[src/rtl/pe_ctrl_pkg.sv]
// Shared types and defaults for the payload match-engine sequencer.
// Holds the FSM state encoding, the default flush depth and the result record.
package pe_ctrl_pkg;

    typedef enum logic [2:0] {
        IDLE,
        CLEAR,
        SCAN,
        DRAIN,
        REPORT
    } state_e;

    localparam int DRAIN_CYC_DEF = 3;
    localparam int NUM_ENG_DEF   = 16;
    localparam int CNT_W_DEF     = 16;

    // Result record at the default engine count and counter width.
    typedef struct packed {
        logic [NUM_ENG_DEF-1:0] match;
        logic                   any;
        logic [CNT_W_DEF-1:0]   len;
    } pe_result_t;

endpackage

[src/rtl/payload_engine_ctrl.sv]
// Sequences one bank of payload match engines per packet: clear, scan bytes,
// flush the engine pipeline, then hold a snapshot of the sticky matches.
module payload_engine_ctrl
    import pe_ctrl_pkg::*;
#(
    parameter int NUM_ENG   = NUM_ENG_DEF,
    parameter int DRAIN_CYC = DRAIN_CYC_DEF,
    parameter int CNT_W     = CNT_W_DEF
) (
    input  logic               clk,
    input  logic               rst,
    input  logic [7:0]         s_data,
    input  logic               s_valid,
    input  logic               s_last,
    output logic               s_ready,
    output logic [7:0]         eng_char,
    output logic               eng_dvalid,
    output logic               eng_en,
    output logic               eng_sod,
    input  logic [NUM_ENG-1:0] eng_match,
    output logic               res_valid,
    input  logic               res_ready,
    output logic [NUM_ENG-1:0] res_match,
    output logic               res_any,
    output logic [CNT_W-1:0]   res_len
);

    localparam int DW = $clog2(DRAIN_CYC + 1);
    localparam logic [DW-1:0]    DRAIN_LOAD = DW'(DRAIN_CYC);
    localparam logic [CNT_W-1:0] CNT_MAX    = '1;

    // Same layout as pe_result_t, sized by this instance's parameters.
    typedef struct packed {
        logic [NUM_ENG-1:0] match;
        logic               any;
        logic [CNT_W-1:0]   len;
    } res_t;

    state_e           state_q, state_d;
    logic [DW-1:0]    drain_q, drain_d;
    logic [CNT_W-1:0] cnt_q, cnt_d;
    logic [7:0]       char_q, char_d;
    logic             dvalid_q, dvalid_d;
    logic             en_q, en_d;
    logic             sod_q, sod_d;
    res_t             res_q, res_d;
    logic             accept;

    assign s_ready = (state_q == SCAN);
    assign accept  = s_ready && s_valid;

    // NOTE: every variable gets its hold value first so no path leaves one unassigned (no latches).
    always_comb begin
        state_d = state_q;
        drain_d = drain_q;
        cnt_d   = cnt_q;
        char_d  = char_q;
        res_d   = res_q;
        unique case (state_q)
            IDLE:  if (s_valid) state_d = CLEAR;
            CLEAR: begin
                cnt_d   = '0;
                state_d = SCAN;
            end
            SCAN: if (accept) begin
                char_d = s_data;
                if (cnt_q != CNT_MAX) cnt_d = cnt_q + CNT_W'(1);
                if (s_last) begin
                    drain_d = DRAIN_LOAD;
                    state_d = DRAIN;
                end
            end
            DRAIN: begin
                drain_d = drain_q - DW'(1);
                if (drain_q == DW'(1)) begin
                    res_d.match = eng_match;
                    res_d.any   = |eng_match;
                    res_d.len   = cnt_q;
                    state_d     = REPORT;
                end
            end
            REPORT: if (res_ready) state_d = IDLE;
            default: state_d = IDLE;
        endcase
        // Engine controls are derived from the next state so they line up with state_q.
        dvalid_d = accept;
        en_d     = accept || (state_d == DRAIN);
        // NOTE: eng_sod feeds the engines' async clear, so it must come straight from a flop.
        sod_d    = (state_d == CLEAR);
    end

    // NOTE: sequential state uses non-blocking assignments only.
    always_ff @(posedge clk or posedge rst) begin
        if (rst) begin
            state_q  <= IDLE;
            drain_q  <= '0;
            cnt_q    <= '0;
            char_q   <= '0;
            dvalid_q <= 1'b0;
            en_q     <= 1'b0;
            sod_q    <= 1'b1;
            res_q    <= '0;
        end else begin
            state_q  <= state_d;
            drain_q  <= drain_d;
            cnt_q    <= cnt_d;
            char_q   <= char_d;
            dvalid_q <= dvalid_d;
            en_q     <= en_d;
            sod_q    <= sod_d;
            res_q    <= res_d;
        end
    end

    assign eng_char   = char_q;
    assign eng_dvalid = dvalid_q;
    assign eng_en     = en_q;
    assign eng_sod    = sod_q;
    assign res_valid  = (state_q == REPORT);
    assign res_match  = res_q.match;
    assign res_any    = res_q.any;
    assign res_len    = res_q.len;

endmodule

[config.mk]
export PLATFORM = sky130hd
export DESIGN_NAME = payload_engine_ctrl
export DESIGN_NICKNAME = d
export VERILOG_FILES = /design/src/rtl/pe_ctrl_pkg.sv /design/src/rtl/payload_engine_ctrl.sv
export SDC_FILE = /design/constraint.sdc
export NUM_CORES = 1
export LEC_CHECK = 0
export BUFFER_PORTS_ARGS = -buffer_cell sky130_fd_sc_hd__buf_2
export CAP_MARGIN = 20
export CORE_MARGIN = 2
export CORE_UTILIZATION = 47
export DETAILED_ROUTE_END_ITERATION = 10
export GPL_TIMING_DRIVEN = 0
export HOLD_SLACK_MARGIN = 0.03
export PLACE_DENSITY = 0.73
export SYNTH_ARGS = -nofsm -noshare
export SYNTH_HDL_FRONTEND = slang
export SYNTH_SLANG_ARGS = --single-unit
export TNS_END_PERCENT = 30
[constraint.sdc]
create_clock -name clk -period 1.8 [get_ports clk]
set_input_delay 0.18 -clock clk [delete_from_list [all_inputs] [get_ports clk]]
set_output_delay 0.18 -clock clk [all_outputs]
set_load 0.01 [all_outputs]
Word level (Yosys, flattened, before mapping) --
Index checks and enable logic that the tools add are counted. Widths: inputs -> output; s select.
Word-level totals: register bits 65, bits in latches 0, bits in writable memories 0, bits in read-only memories 0, bits of input ports 29, output and inout port bits 46, memories 0
Cells by class: $add $sub $neg 2, $mul 0, div/mod/pow operators 0, order comparisons 0, equality and inequality tests 11, shifts and indexed selects 0, mux-type cells 12, bitwise logic cells 0, reductions and logical operators 10
Operators with widths (number):
- $mux 16 | 2
- $pmux 16 s2 | 1
- $add 16x1->16 const B | 1
- $ne 16x16->1 const B | 1
- $reduce_or 16->1 | 1
- $mux 3 | 5
- $pmux 3 s5 | 1
- $eq 3x2->1 const B | 3
- $eq 3x1->1 const B | 2
- $reduce_and 3->1 | 2
- $mux 2 | 2
- $ne 2x1->1 const B | 2
- $pmux 2 s2 | 1
- $reduce_and 2->1 | 2
- $reduce_bool 2->1 | 2
- $eq 3x3->1 const B | 1
- $logic_not 3->1 | 1
- $eq 2x1->1 const B | 1
- $ne 2x2->1 const B | 1
- $sub 2x1->2 const B | 1
- $logic_and 1x1->1 | 1
- $logic_or 1x1->1 | 1

Logic depth before layout (Yosys ltp) --
Gate-level depths: netlist of run 1.
depth after elaboration 6, mapped depth 7, gate-level depth less buffers 6

Worst setup path before layout of run 1 --
OpenSTA, ideal clock, no wires.
kind reg-to-reg, start point register state_q[2], end point register cnt_q[14], setup time 0.120 ns, arrival time 1.588 ns, path slack 0.092 ns, stages on the path, launching flop included 8, buffers on the path 1, period minus slack after synthesis 1.708 ns, path through dfrtp_1 > clkbuf_1 > nor2b_2 > nand2b_1 > inv_2 > nand2_2 > or4_1 > o211a_1
On the way: word-level cells in the longest chain between the ends 4, elaborated cells on any way between the ends 8, those cells by class eq/ne: 4; mux: 1; reduce/logical: 3
Ends and longest elaborated chain:
- start, declared | line payload_engine_ctrl.sv:39 | state_e state_q, state_d;
- start signal, assigned | line payload_engine_ctrl.sv:104 | state_q <= state_d;
- $eq 3x2->1 | line payload_engine_ctrl.sv:49, payload_engine_ctrl.sv:59
- $logic_and 1x1->1 | line payload_engine_ctrl.sv:50 | assign accept = s_ready && s_valid;
- $ne 2x1->1 (no source line)
- $reduce_and 3->1 (no source line)
- end signal, assigned | line payload_engine_ctrl.sv:106 | cnt_q <= cnt_d;
- end, declared | line payload_engine_ctrl.sv:41 | logic [CNT_W-1:0] cnt_q, cnt_d;
Parallel ways exist; a longest one is shown, timed or not. A chain may end at the register's enable or synchronous reset.

Final worst setup path of run 1 --
start point register state_q[1], end point register cnt_q[14]
Same word-level chain as after synthesis.

==> impl_results.md, run 1 <==
* Status: complete, no violations
* DRT Wirelength at 6.11 mm
* Die footprint at 6700 um^2
* Commonest non-fill, non-tap cell in the layout: buf_2
* Mux cell area share after synthesis at 13.6%
* Post-synthesis simple-gate area fraction at 19.0%
* FF-to-FF End: cnt_q[14]
* Initial Utilization at 48.4%
* Share of cells above drive strength 1 at 44.6%
* Core ar. at 5890 um^2
* Hold Path Stages at 3
* Clock latency on the worst-skew pair at 340 ps
* Final hold violations at 0
* Io pins at 75
* Overflow after GRT at 0
* First-pass GRT wire length at 10.1 mm
* Synth Area per Inst at 11.3 um^2
* Startpoint types: flop
* Synth Flop Type: dfrtp_1
* Buffers & Inverters on Critical Path at 2
* Vias at 2265
* Least-Margin Pin Slew at 539 ps
* Nets at 385
* RD Place Congestion at 0.743
* CTS tree: done
* Max-slew headroom at 64.0%
* CP Class: flop to flop
* CTS root buf: clkbuf_8
* Hold Crit Class: input port to flop
* Max IR drop VDD at 0.792 mV
* Register area share after synthesis at 57.2%
* Worst R2R Setup Slack at 60 ps
* Initial DRC count at 86
* Slowest CP cell: or4_1
* Number of port buffers at 74
* Post-Syn Nets at 283
* Yosys top cell area share at 56.2%
* HPWL Detailed at 4.06 mm
* Final period util at 96.6%
* Cells after Synth at 252
* Filler Cells Inserted at 474
* Htree depth at 3
* Clock group share of total power at 23.2%
* Post-synthesis compound-gate area fraction at 6.81%
* Int Pwr at 3.45 mW
* Post-synth EDFFs at 0
* Final setup viols at 0
* Slowest cell delay on critical path at 470 ps
* Inserted Clock Buffers at 9
* Reg2reg path depth at 7
* Vias in the first global route at 2209
* Synth Area in XOR/XNOR at 0%
* Synth cell types at 42
* CP top delay family: simple AND/OR/NAND/NOR gates
* Tot Pwr at 5.17 mW
* Number of routed nets with antenna violations at 0
* Worst EP arrival at 1960 ps
* Comb pwr share at 33.9%
* Syn. warnings at 0
* Initial antenna violation count at 0
* Highest Clock Rate at 0.575 GHz
* Lkg Pwr at 1.89 nW
* Max-slew violations at 0
* Clk slew on worst S/H paths at 70 ps
* Async SR Flop Fraction at 100%
* Post-synthesis cell area at 2850 um^2
* Area growth, synth to finish at 32.6%
* Adder-Cell Fraction of Synth Area at 0.879%
* #FFs+latches synth at 65
* Worst setup EP type: flop
* Max Clock Skew at 8.90 ps
* Critical path peak fanout at 9
* Pwr Density at 1370 nW/um^2
* Minimum clock period after layout at 1740 ps
* RSZ-0062 raised after global routing: yes
* Residual DRC count at 0
* Max clock buf depth at 2
* Worst-path cell chain: buf_6 -> nor2b_4 -> nand2b_1 -> inv_2 -> nand2_4 -> or4_1 -> o211a_1
* Synth area leaders: dfrtp_1 (56%), mux2_2 (12%), nand2_1 (5.4%)
* Area of the multi-input gates at 1240 um^2
* CTS Sinks at 65
* Die X at 81.8 um
* Area occupied by registers at 1640 um^2
* WHS Endpoint: eng_char[0]
* Final core area utilization at 64.2%
* N_diodes at 0
* Die Y at 81.8 um
* Switching pwr at 1.71 mW
* Net Sw Frac at 33.2%
* Wire per inst at 14.1 um
* MaxCap Viol Count at 0
* Hold path start: s_data[0]
* Vias per cell at 5.22
* First-pass DRT Iterations at 4
* GRT Util Overall at 20.0%
* Site Rows at 28
* Worst hold slack at 34.4 ps
* CP required at 2020 ps
* Reg power frac at 42.9%
* Post-synth top area cell: dfrtp_1
* Main combinational cell family by area after synthesis: simple AND/OR/NAND/NOR gates
* R2R Path Start: state_q[1]
* Pin count of the biggest net entering global routing at 42
* Most frequent cells in the layout: buf_2 (77), dfrtp_1 (58), nand2_1 (40), mux2_2 (30), clkbuf_8 (10)
## metrics by stage
stage	setup WS (ps)	setup TNS, ps	area (um^2)	cells
detailed placement	-270	-1610	3340	402
finish	60.8	0	3780	434
global placement	-191	-1120	3320	401
global route	-37.9	-94.4	3780	434
floorplan	92.1	0	2850	252
CTS	1.37	0	3650	427
## tightest hold or removal path: stages
cell,delay (ps)
buf_2,70
nand2_1,40
nand2_1,50
## how the worst max path moves through the flow
stage / from / slack [ps] / cells after the start / endpoint
6_report: state_q[1] / 60 / 7 / cnt_q[14]
3_3_place_gp: cnt_q[11] / -190 / 4 / cnt_q[0]
3_5_place_dp: cnt_q[11] / -270 / 4 / cnt_q[0]
2_1_floorplan: state_q[2] / 90 / 7 / cnt_q[14]
4_1_cts: cnt_q[8] / 1 / 5 / cnt_q[14]
5_1_grt: state_q[1] / -40 / 7 / cnt_q[11]
## power groups by stage
stage / clock network (mW) / registers (mW) / logic [mW]
finish: 1.20 / 2.22 / 1.75
global route: 1.30 / 2.28 / 1.95
CTS: 1.23 / 2.22 / 1.70
detailed placement: 0 / 2.23 / 1.67
global placement: 0 / 2.22 / 1.63
floorplan: 0 / 2.39 / 0.862
## logic make-up after synthesis
family                   after synthesis
AO/OA/AOI/OAI                         31
adder cells (fa/ha/maj)                2
buffers and inverters                 18
flip-flops                            65
multiplexers                          35
AND/OR/NAND/NOR                      101
## repair_timing
item / 4_1_cts / 5_1_grt
endpoints found under the setup margin: 25 / 15
resized for setup: 7 / 21
hold endpoints to repair: 31 / 0
hold buffers: 8 / 0
setup buffers: 2 / 7
pin swaps: 0 / 4
## cell type report
| type | instances | area share [%] |
|---|---|---|
| Tap cell | 75 | 2.49 |
| Timing Repair Buffer | 92 | 14.2 |
| Multi-Input combinational cell | 169 | 32.8 |
| Inverter | 8 | 0.895 |
| Clock inverter | 3 | 1.06 |
| Buffer | 9 | 1.23 |
| Clock buffer | 13 | 3.94 |
| Sequential cell | 65 | 43.3 |
## metal layers
layer	routed length [um]	global-route usage, %
met2	3050	32.2
met5	0	0
met4	78	8.50
met3	225	4.84
met1	2750	25.9
## Yosys cell counts, drive strengths merged, types with 3 or more instances
master  instances
nand4           6
nor2            8
or3             3
a21oi          10
clkbuf          7
nand3           7
inv             8
nand2          42
nor4            8
mux2i           5
buf             3
or4             5
o31ai           5
mux2           30
dfrtp          64
and4            3
nor3            6
o21ai           8
nand2b          4
## flip-flops by register name, summed over array words and instances, names as in the netlist
signal / cells
eng_sod: 1
res_len: 16
cnt_q: 16
res_match: 16
eng_en: 1
eng_dvalid: 1
res_any: 1
drain_q: 2
eng_char: 8
state_q: 3
Power figures use the tool's default switching activity.
==> run 2: changes to the inputs <==
--- a/config.mk
+++ b/config.mk
@@ -7,12 +7,14 @@
 export LEC_CHECK = 0
 export BUFFER_PORTS_ARGS = -buffer_cell sky130_fd_sc_hd__buf_2
 export CAP_MARGIN = 20
+export CELL_PAD_IN_SITES_DETAIL_PLACEMENT = 0
+export CELL_PAD_IN_SITES_GLOBAL_PLACEMENT = 1
 export CORE_MARGIN = 2
-export CORE_UTILIZATION = 47
+export CORE_UTILIZATION = 36
 export DETAILED_ROUTE_END_ITERATION = 10
 export GPL_TIMING_DRIVEN = 0
 export HOLD_SLACK_MARGIN = 0.03
-export PLACE_DENSITY = 0.73
+export PLACE_DENSITY = 0.72
 export SYNTH_ARGS = -nofsm -noshare
 export SYNTH_HDL_FRONTEND = slang
 export SYNTH_SLANG_ARGS = --single-unit
==> impl_results.md, run 2 (synthesis results as in run 1) <==
* Status: complete, no violations
* Clock latency on the worst-skew pair at 330 ps (about the same)
* Hold path start: s_data[3]
* Final worst setup slack at 51.0 ps (-9.79 ps)
* Number of port buffers at 74 (unchanged)
* CP required at 2050 ps (+30 ps)
* Final period util at 97.2% (+0.54 points)
* Reg power frac at 42.8% (about the same)
* CTS Sinks at 65 (unchanged)
* Critical path peak fanout at 6 (-3)
* Minimum clock period after layout at 1750 ps (+9.79 ps)
* Worst R2R Setup Slack at 50 ps (about the same)
* Number of routed nets with antenna violations at 0 (unchanged)
* Final setup viols at 0 (unchanged)
* Clk slew on worst S/H paths at 70 ps (about the same)
* Comb pwr share at 33.5% (-0.4 points)
* Core ar. at 7690 um^2 (+31%)
* Pwr Density at 1370 nW/um^2 (about the same)
* Hold Crit Class: input port to flop
* Residual DRC count at 0 (unchanged)
* CTS tree: done
* WHS Endpoint: eng_char[3]
* Io pins at 75 (unchanged)
* CP Class: flop to flop
* GRT Util Overall at 15.4% (-4.6 points)
* Initial antenna violation count at 0 (unchanged)
* Worst setup EP type: flop
* Max-slew violations at 0 (unchanged)
* Max clock buf depth at 2 (unchanged)
* Pin count of the biggest net entering global routing at 42 (unchanged)
* Area occupied by registers at 1640 um^2 (+0.15%)
* Htree depth at 3 (unchanged)
* Switching pwr at 1.72 mW (+0.12%)
* Die footprint at 8640 um^2 (+29%)
* Filler Cells Inserted at 748 (+58%)
* Area growth, synth to finish at 33.5%
* Vias at 2293 (+1.2%)
* FF-to-FF End: cnt_q[11]
* Die X at 92.9 um (+14%)
* Most frequent cells in the layout: buf_2 (76), dfrtp_1 (56), nand2_1 (40), mux2_2 (30)
* Dpl ws at -306 ps (-35.6 ps)
* Clock group share of total power at 23.7% (+0.5 points)
* RD Place Congestion at 0.782 (+5.2%)
* First-pass DRT Iterations at 4 (unchanged)
* Hold Path Stages at 3 (unchanged)
* Max IR drop VDD at 0.666 mV (-16%)
* Highest Clock Rate at 0.572 GHz (-0.56%)
* CTS root buf: clkbuf_8
* Site Rows at 32 (+14%)
* Max Clock Skew at 6.27 ps (-2.62 ps)
* Tot Pwr at 5.20 mW (+0.69%)
* Nets at 385 (unchanged)
* Vias per cell at 4.98 (-4.5%)
* R2R Path Start: state_q[0]
* HPWL Detailed at 4.32 mm (+6.2%)
* Final core area utilization at 49.4% (-15 points)
* Initial Utilization at 37.0% (-11 points)
* Final hold violations at 0 (unchanged)
* MaxCap Viol Count at 0 (unchanged)
* Worst EP arrival at 2000 ps (+40 ps)
* Lkg Pwr at 1.88 nW (-0.40%)
* RSZ-0062 raised after global routing: yes
* First-pass GRT wire length at 10.7 mm (+5.7%)
* Area of the multi-input gates at 1220 um^2 (-1.2%)
* Commonest non-fill, non-tap cell in the layout: buf_2
* Fin Setup TNS at 0 ps (unchanged)
* Die Y at 92.9 um (+14%)
* Share of cells above drive strength 1 at 45.0% (+0.40 points)
* Max-slew headroom at 63.7% (-0.24 points)
* DRT Wirelength at 6.25 mm (+2.3%)
* Inserted Clock Buffers at 9 (unchanged)
* Wire per inst at 13.6 um (-3.5%)
* Vias in the first global route at 2274 (+2.9%)
* Initial DRC count at 69 (-20%)
* Reg2reg path depth at 6 (-1)
* Startpoint types: flop
* Least-Margin Pin Slew at 543 ps (+3.61 ps)
* Overflow after GRT at 0 (unchanged)
* N_diodes at 0 (unchanged)
* Net Sw Frac at 33.0% (-0.19 points)
* Int Pwr at 3.49 mW (+0.98%)
run 2: metrics by stage:
step                instance area [um^2]  hold slack (ps)  cells
floorplan                           2850              285    252
global placement                    3350              370    428
detailed placement                  3370              268    429
CTS                                 3680             31.9    452
global route                        3800             44.2    460
finish                              3800             40.6    460
run 2: final cells by class:
| class | count | area share [%] |
|---|---|---|
| Sequential cell | 65 | 43.1 |
| Buffer | 9 | 1.22 |
| Multi-Input combinational cell | 169 | 32.2 |
| Timing Repair Buffer | 92 | 14.1 |
| Inverter | 8 | 0.889 |
| Clock buffer | 12 | 4.08 |
| Clock inverter | 3 | 1.05 |
| Tap cell | 102 | 3.36 |
run 2: timing repair:
item,in CTS,in global routing
setup endpoints to repair,34,32
hold buffers,7,0
buffers inserted,2,8
gates resized for setup,8,19
endpoints found under the hold margin,30,0
pin swaps,0,3
run 2: power groups by stage:
| stage | logic [mW] | clock network, mW | registers, mW |
|---|---|---|---|
| after global routing | 1.95 | 1.35 | 2.29 |
| after detailed placement | 1.69 | 0 | 2.22 |
| after global placement | 1.67 | 0 | 2.22 |
| final | 1.74 | 1.23 | 2.22 |
| after floorplan | 0.862 | 0 | 2.39 |
| after CTS | 1.73 | 1.26 | 2.22 |
run 2: worst max path at each step:
stage / start / end / cells after the start
2_1_floorplan: state_q[2] / cnt_q[14] / 7
6_report: state_q[0] / cnt_q[11] / 6
3_3_place_gp: cnt_q[11] / cnt_q[0] / 4
5_1_grt: state_q[1] / cnt_q[11] / 7
3_5_place_dp: cnt_q[11] / cnt_q[0] / 4
4_1_cts: cnt_q[8] / cnt_q[14] / 5
run 2: worst max-delay path: stages (launching register included):
cell,delay (ps)
dfrtp_2,440
nand2b_4,160
nand2b_1,160
inv_2,120
nand2_2,120
or4_1,480
a21oi_1,180
run 2: routing by layer:
metal	part of all wire, %	wire length [um]	track usage [%]	vias up
met5	0	0	0	-
met4	1.2	73	5.76	0
met3	5.8	360	4.56	8
met2	45	2820	24.1	56
met1	48	2990	20.3	1118
li1	-	-	-	1111
